[src/rtl/hht_pkg.sv]
// Shared definitions for the HHT gather engine: datapath widths, the default
// CPU stream address and the FIFO entry layout.
package hht_pkg;

    localparam int DATA_W = 32;
    localparam int ADDR_W = 32;

    // CPU load address that maps onto the gathered-vector stream
    localparam logic [ADDR_W-1:0] HHT_ADDR_DEFAULT = 32'd126;

    // One gathered element: the value and the vector address it came from
    typedef struct packed {
        logic [DATA_W-1:0] value;
        logic [ADDR_W-1:0] vaddr;
    } hht_entry_t;

    // Occupancy counter width able to represent 0..depth inclusive
    function automatic int fifo_cnt_w(input int depth);
        return $clog2(depth) + 1;
    endfunction

endpackage : hht_pkg

[src/rtl/hht_fifo.sv]
// Synchronous FIFO of hht_entry_t with a combinationally visible head entry.
// Reset is synchronous, active-low, and clears pointers and occupancy only.
module hht_fifo
    import hht_pkg::*;
#(
    parameter int DEPTH = 8
) (
    input  logic                          Clk,
    input  logic                          Rst,
    input  logic                          i_push,
    input  hht_entry_t                    i_push_entry,
    input  logic                          i_pop,
    output hht_entry_t                    o_head,
    output logic [fifo_cnt_w(DEPTH)-1:0]  o_count
);

    localparam int AW = $clog2(DEPTH);
    localparam int CW = fifo_cnt_w(DEPTH);

    hht_entry_t      r_mem [DEPTH];
    logic [AW-1:0]   r_wr_ptr;
    logic [AW-1:0]   r_rd_ptr;
    logic [CW-1:0]   r_count;

    logic            w_full;
    logic            w_empty;
    logic            w_do_push;
    logic            w_do_pop;

    assign w_full    = (r_count == CW'(DEPTH));
    assign w_empty   = (r_count == '0);
    // A push into a full FIFO is accepted only if a pop frees a slot the same cycle
    assign w_do_push = i_push && (!w_full || i_pop);
    assign w_do_pop  = i_pop && !w_empty;

    // Storage write; entries carry no reset since occupancy tracks validity
    always_ff @(posedge Clk) begin
        if (w_do_push) begin
            r_mem[r_wr_ptr] <= i_push_entry;
        end
    end

    // Pointer and occupancy bookkeeping; simultaneous push and pop leaves count unchanged
    always_ff @(posedge Clk) begin
        if (!Rst) begin
            r_wr_ptr <= '0;
            r_rd_ptr <= '0;
            r_count  <= '0;
        end else begin
            if (w_do_push) begin
                r_wr_ptr <= r_wr_ptr + AW'(1);
            end
            if (w_do_pop) begin
                r_rd_ptr <= r_rd_ptr + AW'(1);
            end
            case ({w_do_push, w_do_pop})
                2'b10:   r_count <= r_count + CW'(1);
                2'b01:   r_count <= r_count - CW'(1);
                default: r_count <= r_count;
            endcase
        end
    end

    assign o_head  = r_mem[r_rd_ptr];
    assign o_count = r_count;

endmodule : hht_fifo

[src/rtl/hht_gather_ctrl.sv]
// HHT gather engine: walks a column-index array, fetches the addressed
// dense-vector elements through a two-stage pipeline into a small FIFO, and
// presents the FIFO as a stream at one CPU load address.
// Optional feature macro: HHT_BOUNDS_CHECK_EN -- when defined, indices at or
// beyond V_LEN push a zero value (the vector address is still reported).
module hht_gather_ctrl
    import hht_pkg::*;
#(
    parameter logic [ADDR_W-1:0] HHT_ADDR   = HHT_ADDR_DEFAULT,
    parameter int                FIFO_DEPTH = 8,
    parameter int                V_LEN      = 16
) (
    input  logic               Clk,
    input  logic               Rst,
    input  logic [ADDR_W-1:0]  wdata_col_base,
    input  logic [ADDR_W-1:0]  v_values_base,
    input  logic [DATA_W-1:0]  csize,
    output logic [ADDR_W-1:0]  addr1,
    input  logic [DATA_W-1:0]  dataIn1,
    output logic [ADDR_W-1:0]  addr2,
    input  logic [DATA_W-1:0]  dataIn2,
    input  logic               RD,
    input  logic [ADDR_W-1:0]  cpu_addr,
    output logic               hht,
    output logic [ADDR_W-1:0]  regaddr1,
    output logic [ADDR_W-1:0]  regaddr2,
    output logic [DATA_W-1:0]  rdata,
    output logic [ADDR_W-1:0]  adata
);

    localparam int CW = fifo_cnt_w(FIFO_DEPTH);

    // Reject configurations the occupancy arithmetic cannot support
    generate
        if (FIFO_DEPTH < 4 || (FIFO_DEPTH & (FIFO_DEPTH - 1)) != 0) begin : g_bad_depth
            $error("hht_gather_ctrl: FIFO_DEPTH must be a power of two >= 4");
        end
        if (V_LEN < 1) begin : g_bad_vlen
            $error("hht_gather_ctrl: V_LEN must be positive");
        end
    endgenerate

    // Stage 1 state: index counter and the captured column index
    logic [DATA_W-1:0]  r_idx;
    logic [DATA_W-1:0]  r_col_q;
    logic               r_v1;
    logic [ADDR_W-1:0]  r_regaddr1;
    logic [ADDR_W-1:0]  r_regaddr2;

    logic [ADDR_W-1:0]  w_addr1;
    logic [ADDR_W-1:0]  w_addr2;
    logic [31:0]        w_occupancy;
    logic               w_fire;
    logic               w_pop;
    logic [CW-1:0]      w_fifo_count;
    hht_entry_t         w_push_entry;
    hht_entry_t         w_head;

    // Memory addresses are pure functions of the pipeline registers
    assign w_addr1 = wdata_col_base + r_idx;
    assign w_addr2 = v_values_base + r_col_q;

    // Count the in-flight stage-1 entry so a fetch can never overflow the FIFO
    assign w_occupancy = 32'(w_fifo_count) + {31'd0, r_v1};
    assign w_fire      = (r_idx < csize) && (w_occupancy < 32'(FIFO_DEPTH));

    // Only a strobe to the stream address with data available consumes an entry
    assign w_pop = RD && (cpu_addr == HHT_ADDR) && (w_fifo_count != '0);

    // Stage 2 builds the FIFO entry from the vector read
    always_comb begin
        w_push_entry       = '0;
        w_push_entry.vaddr = w_addr2;
`ifdef HHT_BOUNDS_CHECK_EN
        w_push_entry.value = (r_col_q >= 32'(V_LEN)) ? '0 : dataIn2;
`else
        w_push_entry.value = dataIn2;
`endif
    end

    // Pipeline registers: stage-1 fetch capture and stage-2 push address record
    always_ff @(posedge Clk) begin
        if (!Rst) begin
            r_idx      <= '0;
            r_col_q    <= '0;
            r_v1       <= 1'b0;
            r_regaddr1 <= '0;
            r_regaddr2 <= '0;
        end else begin
            r_v1 <= w_fire;
            if (w_fire) begin
                r_col_q    <= dataIn1;
                r_regaddr1 <= w_addr1;
                r_idx      <= r_idx + 32'd1;
            end
            if (r_v1) begin
                r_regaddr2 <= w_addr2;
            end
        end
    end

    hht_fifo #(
        .DEPTH (FIFO_DEPTH)
    ) u_fifo (
        .Clk          (Clk),
        .Rst          (Rst),
        .i_push       (r_v1),
        .i_push_entry (w_push_entry),
        .i_pop        (w_pop),
        .o_head       (w_head),
        .o_count      (w_fifo_count)
    );

    assign addr1    = w_addr1;
    assign addr2    = w_addr2;
    assign regaddr1 = r_regaddr1;
    assign regaddr2 = r_regaddr2;
    assign hht      = w_pop;
    // Head data is only exposed on an accepted stream read
    assign rdata    = w_pop ? w_head.value : '0;
    assign adata    = w_pop ? w_head.vaddr : '0;

endmodule : hht_gather_ctrl

[config.mk]
export PLATFORM = sky130hd
export DESIGN_NAME = hht_gather_ctrl
export DESIGN_NICKNAME = d
export VERILOG_FILES = /design/src/rtl/hht_pkg.sv /design/src/rtl/hht_fifo.sv /design/src/rtl/hht_gather_ctrl.sv
export SDC_FILE = /design/constraint.sdc
export NUM_CORES = 1
export LEC_CHECK = 0
export BUFFER_PORTS_ARGS = -buffer_cell sky130_fd_sc_hd__buf_2
export CAP_MARGIN = 20
export CORE_ASPECT_RATIO = 0.6
export CORE_UTILIZATION = 45
export DETAILED_ROUTE_END_ITERATION = 10
export PLACE_DENSITY = 0.68
export SLEW_MARGIN = 20
export SYNTH_ARGS = -nofsm -noshare
export SYNTH_HDL_FRONTEND = slang
export SYNTH_SLANG_ARGS = --single-unit
[constraint.sdc]
create_clock -name Clk -period 24.9 [get_ports Clk]
set_clock_uncertainty 0.05 [all_clocks]
set_input_delay 0 -clock Clk [delete_from_list [all_inputs] [get_ports Clk]]
set_output_delay 0 -clock Clk [all_outputs]
set_load 0.01 [all_outputs]
==> PnR_summary.wiki <==
{| class="wikitable"
! Metric !! Value
|-
| Post-synthesis instance area || 29,100 um2
|-
| RSZ-0062 raised after global routing || no
|-
| Number of global-route vias before repair || 18,900
|-
| Die ar. || 65,800 um2
|-
| Chip height || 199 um
|-
| Placeable core region || 63,300 um2
|-
| Mapped Nets || 2,342
|-
| Register area || 18,200 um2
|-
| Slew at the pin closest to its max-slew limit || 1.09 ns
|-
| Number of fill cells in the layout || 5,183
|-
| Count of distinct cell types in the synthesized netlist || 75
|-
| Async set-reset flop share out of synthesis || 0%
|-
| Worst vdd rail ir drop || 52.8 uV
|-
| Placer Congestion || 0.971
|-
| Remaining Overflow, GRT || 0
|-
| Final Total Pwr || 2.42 mW
|-
| Top_reg_cell synth || sky130_fd_sc_hd__edfxtp_1
|-
| Iteration-0 DRC Markers || 1,567
|-
| FF+latch count, synth || 654
|-
| Reg2reg start || r_idx[0]
|-
| Synthesis-to-finish area growth || 20.2%
|-
| Level count of the clock H-tree || 2
|-
| Capture point of the worst reg-to-reg path || regaddr1[31]
|-
| Max-cap violations || 0
|-
| Total routing usage reported by global routing || 24.3%
|-
| HPWL Detailed || 52,800 um
|-
| Initial core utilization || 46.0%
|-
| Final-report hold violation count || 0
|-
| Worst min-delay path class || input port to flop
|-
| Critical path endpoint category || flop
|-
| Setup slack on the worst flop-to-flop path || 20.34 ns
|-
| Cell count after synthesis || 2,045
|-
| Clk slew on worst S/H paths || 0.07 ns
|-
| Slew HR || 27.4%
|-
| Critical path class || flop to flop
|-
| EDFF count, synth || 512
|-
| Worst reg2reg path depth || 12
|-
| Fmax achieved || 0.220 GHz
|-
| Cell type with the highest occurrence count on the critical path || sky130_fd_sc_hd__dlygate4sd3_1
|-
| Number of clock buffers inserted by TritonCTS || 60
|-
| Number of ports placed on the die boundary || 388
|-
| Count of nets left with antenna violations after detail routing || 0
|-
| Placement-stage worst setup slack || 20.47 ns
|-
| Row cnt || 71
|-
| Endpoints failing setup || 0
|-
| Worst setup margin || 20.34 ns
|-
| Standard cell with the maximum stage delay on the critical path || sky130_fd_sc_hd__o31ai_1
|-
| Clk_lat worst skew || 0.65 ns
|-
| Critical-path maximum fanout || 6
|-
| Static power due to leakage || 13.2 nW
|-
| Critical Path Source || r_idx[0]
|-
| Critical Path Sink || regaddr1[31]
|-
| Aggregate routed wire length || 80,200 um
|-
| Worst path required time || 25.39 ns
|-
| Count of nets after finishing || 2,814
|-
| Sink Count || 654
|-
| Areal power density over the cells || 69.0 nW/um2
|-
| Initial antenna violation count || 16
|-
| Root Buffer Master || sky130_fd_sc_hd__clkbuf_16
|-
| Max Used Layer || met5
|-
| Final Hold Slack || 0.0538 ns
|-
| Pin count of the biggest net entering global routing || 99
|-
| 1st-pass router iterations || 6
|-
| Clock tree from TritonCTS || done
|-
| Vias post-DR || 19,300
|-
| Drt via density || 5.64
|-
| Multi-input logic area || 10,300 um2
|-
| Final setup TNS || 0 ns
|-
| Data arrival time at the worst-slack endpoint || 5.04 ns
|-
| Sequential-to-total area share from yosys stat || 62.6%
|-
| Post-layout min period || 4.56 ns
|-
| Per-instance average area after synthesis || 14.2 um2
|-
| Cell Chain, Critical Path || ha_1 > a21o_1 > nand4_1 > a211oi_1 > o22ai_1 > o31ai_1 > a221oi_2 > o21ai_1 > xnor2_1 > dlygate4sd3_1 > o21ba_2 > dlygate4sd3_1
|-
| Die Width || 330 um
|-
| Startpoint type of the worst setup path || flop
|-
| Met3 wirelength from detailed routing || 6460 um
|-
| Share of the clock period used by the worst path || 18.3%
|-
| WL per Instance || 23.5 um
|-
| DRT met1 WL || 36,100 um
|-
| Number of max-slew violations in the final report || 0
|-
| Number of warnings printed during yosys synthesis || 0
|-
| Met2 WL || 36,000 um
|-
| Remaining DRCs || 0
|-
| Run status || finished clean
|-
| Layout cell share with drive strength beyond 1 || 26.4%
|-
| Count of buffers from port buffering || 387
|-
| Wire length of the first global-routing pass || 118,000 um
|-
| Bufs on Longest Clock Path || 3
|-
| Delay contributed by the slowest stage of the critical path || 0.70 ns
|}
## how the worst min path moves through the flow
stage          depth (start not counted)             endpoint  slack [ns]               start
2_1_floorplan                          0  u_fifo.r_mem[0][32]        0.05          dataIn2[0]
3_3_place_gp                           3          r_col_q[14]        0.20         dataIn1[14]
3_5_place_dp                           3           r_col_q[6]        0.20          dataIn1[6]
4_1_cts                                6         regaddr1[28]       0.002  wdata_col_base[27]
5_1_grt                                5         regaddr2[29]        0.07   v_values_base[29]
6_report                               6         regaddr1[28]        0.05  wdata_col_base[27]
## cell usage after synthesis (all sizes together), types with 7 or more instances
cell type,count,share of area (%)
clkbuf,62,0.80
nand4,26,0.58
o21ai,33,0.57
a211oi,8,0.22
o21a,10,0.26
nand3,37,0.70
a211o,7,0.21
nand2b,8,0.17
a21o,45,1.2
inv,65,0.84
dfxtp,142,9.8
nor3,29,0.52
edfxtp,512,53
xnor2,63,1.9
nor2,177,2.3
nor4,26,0.76
o21bai,7,0.18
and3,18,0.39
mux2i,89,3.1
mux4,128,9.9
nand2,172,2.2
ha,99,4.3
a21oi,123,2.2
buf,37,0.61
xor2,25,0.75
nor2b,9,0.19
## power breakdown
group	switching (mW)	internal [mW]	leakage, nW
sequential	0.0153	1.24	5.82
combinational	0.150	0.0895	6.39
clock	0.420	0.505	0.964
total	0.585	1.83	13.2
## worst max-delay path, delay by kind of cell, from the launching register on
kind / cells / cell delay, ns
AO/OA/AOI/OAI: 7 / 2.19
XOR/XNOR: 1 / 0.09
adder cells (fa/ha/maj): 1 / 0.27
buffers and inverters: 2 / 1.12
flip-flops: 1 / 0.49
AND/OR/NAND/NOR: 1 / 0.24
## cell families (layout without fill, tap and decap cells)
kind of cell	count (synthesis)	after routing	share of synthesized area [%]
xor+xnor	88	88	2.65
fa+ha+maj	102	102	4.46
mux	217	217	13.0
other cells	0	14	0
simple gates	535	535	8.68
compound gates	283	283	6.40
buf+inv	166	689	2.27
flops	654	654	62.6
## final cells by class
type	instances	share of cell area (%)
Antenna cell	14	0.100
Clock buffer	72	4.57
Clock inverter	41	1.10
Inverter	67	0.726
Multi-Input combinational cell	1225	29.5
Sequential cell	654	52.1
Tap cell	839	3.00
Timing Repair Buffer	509	8.94
## state kept, by name, summed over array words and instances (netlist names), named ones only
| register | cells |
|---|---|
| r_col_q | 32 |
| r_idx | 32 |
| r_v1 | 1 |
| regaddr1 | 32 |
| regaddr2 | 32 |
| u_fifo.o_count | 4 |
| u_fifo.r_mem | 512 |
| u_fifo.r_rd_ptr | 3 |
| u_fifo.r_wr_ptr | 3 |
## per-layer routing
metal	GRT usage, %	vias up
met5	0	-
met4	6.25	2
met3	5.20	112
met2	36.9	739
met1	35.4	9712
li1	-	8726
## cell usage in the layout, fill, tap and decap left out, types with 9 or more instances in the layout
| cell type | count |
|---|---|
| sky130_fd_sc_hd__xnor2_1 | 62 |
| sky130_fd_sc_hd__o21a_1 | 10 |
| sky130_fd_sc_hd__nor2_1 | 176 |
| sky130_fd_sc_hd__nand3_1 | 35 |
| sky130_fd_sc_hd__inv_1 | 65 |
| sky130_fd_sc_hd__and3_1 | 17 |
| sky130_fd_sc_hd__buf_4 | 20 |
| sky130_fd_sc_hd__clkbuf_16 | 61 |
| sky130_fd_sc_hd__clkinv_1 | 10 |
| sky130_fd_sc_hd__dfxtp_1 | 138 |
| sky130_fd_sc_hd__buf_2 | 387 |
| sky130_fd_sc_hd__nor3_1 | 26 |
| sky130_fd_sc_hd__mux4_2 | 128 |
| sky130_fd_sc_hd__mux2i_1 | 89 |
| sky130_fd_sc_hd__ha_1 | 99 |
| sky130_fd_sc_hd__edfxtp_1 | 512 |
| sky130_fd_sc_hd__a21o_1 | 44 |
| sky130_fd_sc_hd__nand4_1 | 25 |
| sky130_fd_sc_hd__nor4_1 | 17 |
| sky130_fd_sc_hd__diode_2 | 14 |
| sky130_fd_sc_hd__nand2_1 | 172 |
| sky130_fd_sc_hd__clkinv_2 | 11 |
| sky130_fd_sc_hd__dlygate4sd3_1 | 100 |
| sky130_fd_sc_hd__a21oi_1 | 120 |
| sky130_fd_sc_hd__xor2_1 | 25 |
| sky130_fd_sc_hd__nor2b_1 | 9 |
| sky130_fd_sc_hd__o21ai_0 | 28 |
## per-stage QoR
stage,util (%),instances,cell area [um2]
after global routing,55.2,3419,35000
final,55.2,3421,35000
after detailed placement,50.4,3193,31900
after global placement,50.4,3193,31900
after floorplan,-,2045,29100
after CTS,55.1,3406,34900
## repair_timing
item | CTS | global route
setup buffers | 0 | 0
hold buffers | 100 | 0
endpoints found under the hold margin | 323 | 0
gates resized for setup | 0 | 0
No activity file was read; power rests on OpenSTA's default activity.
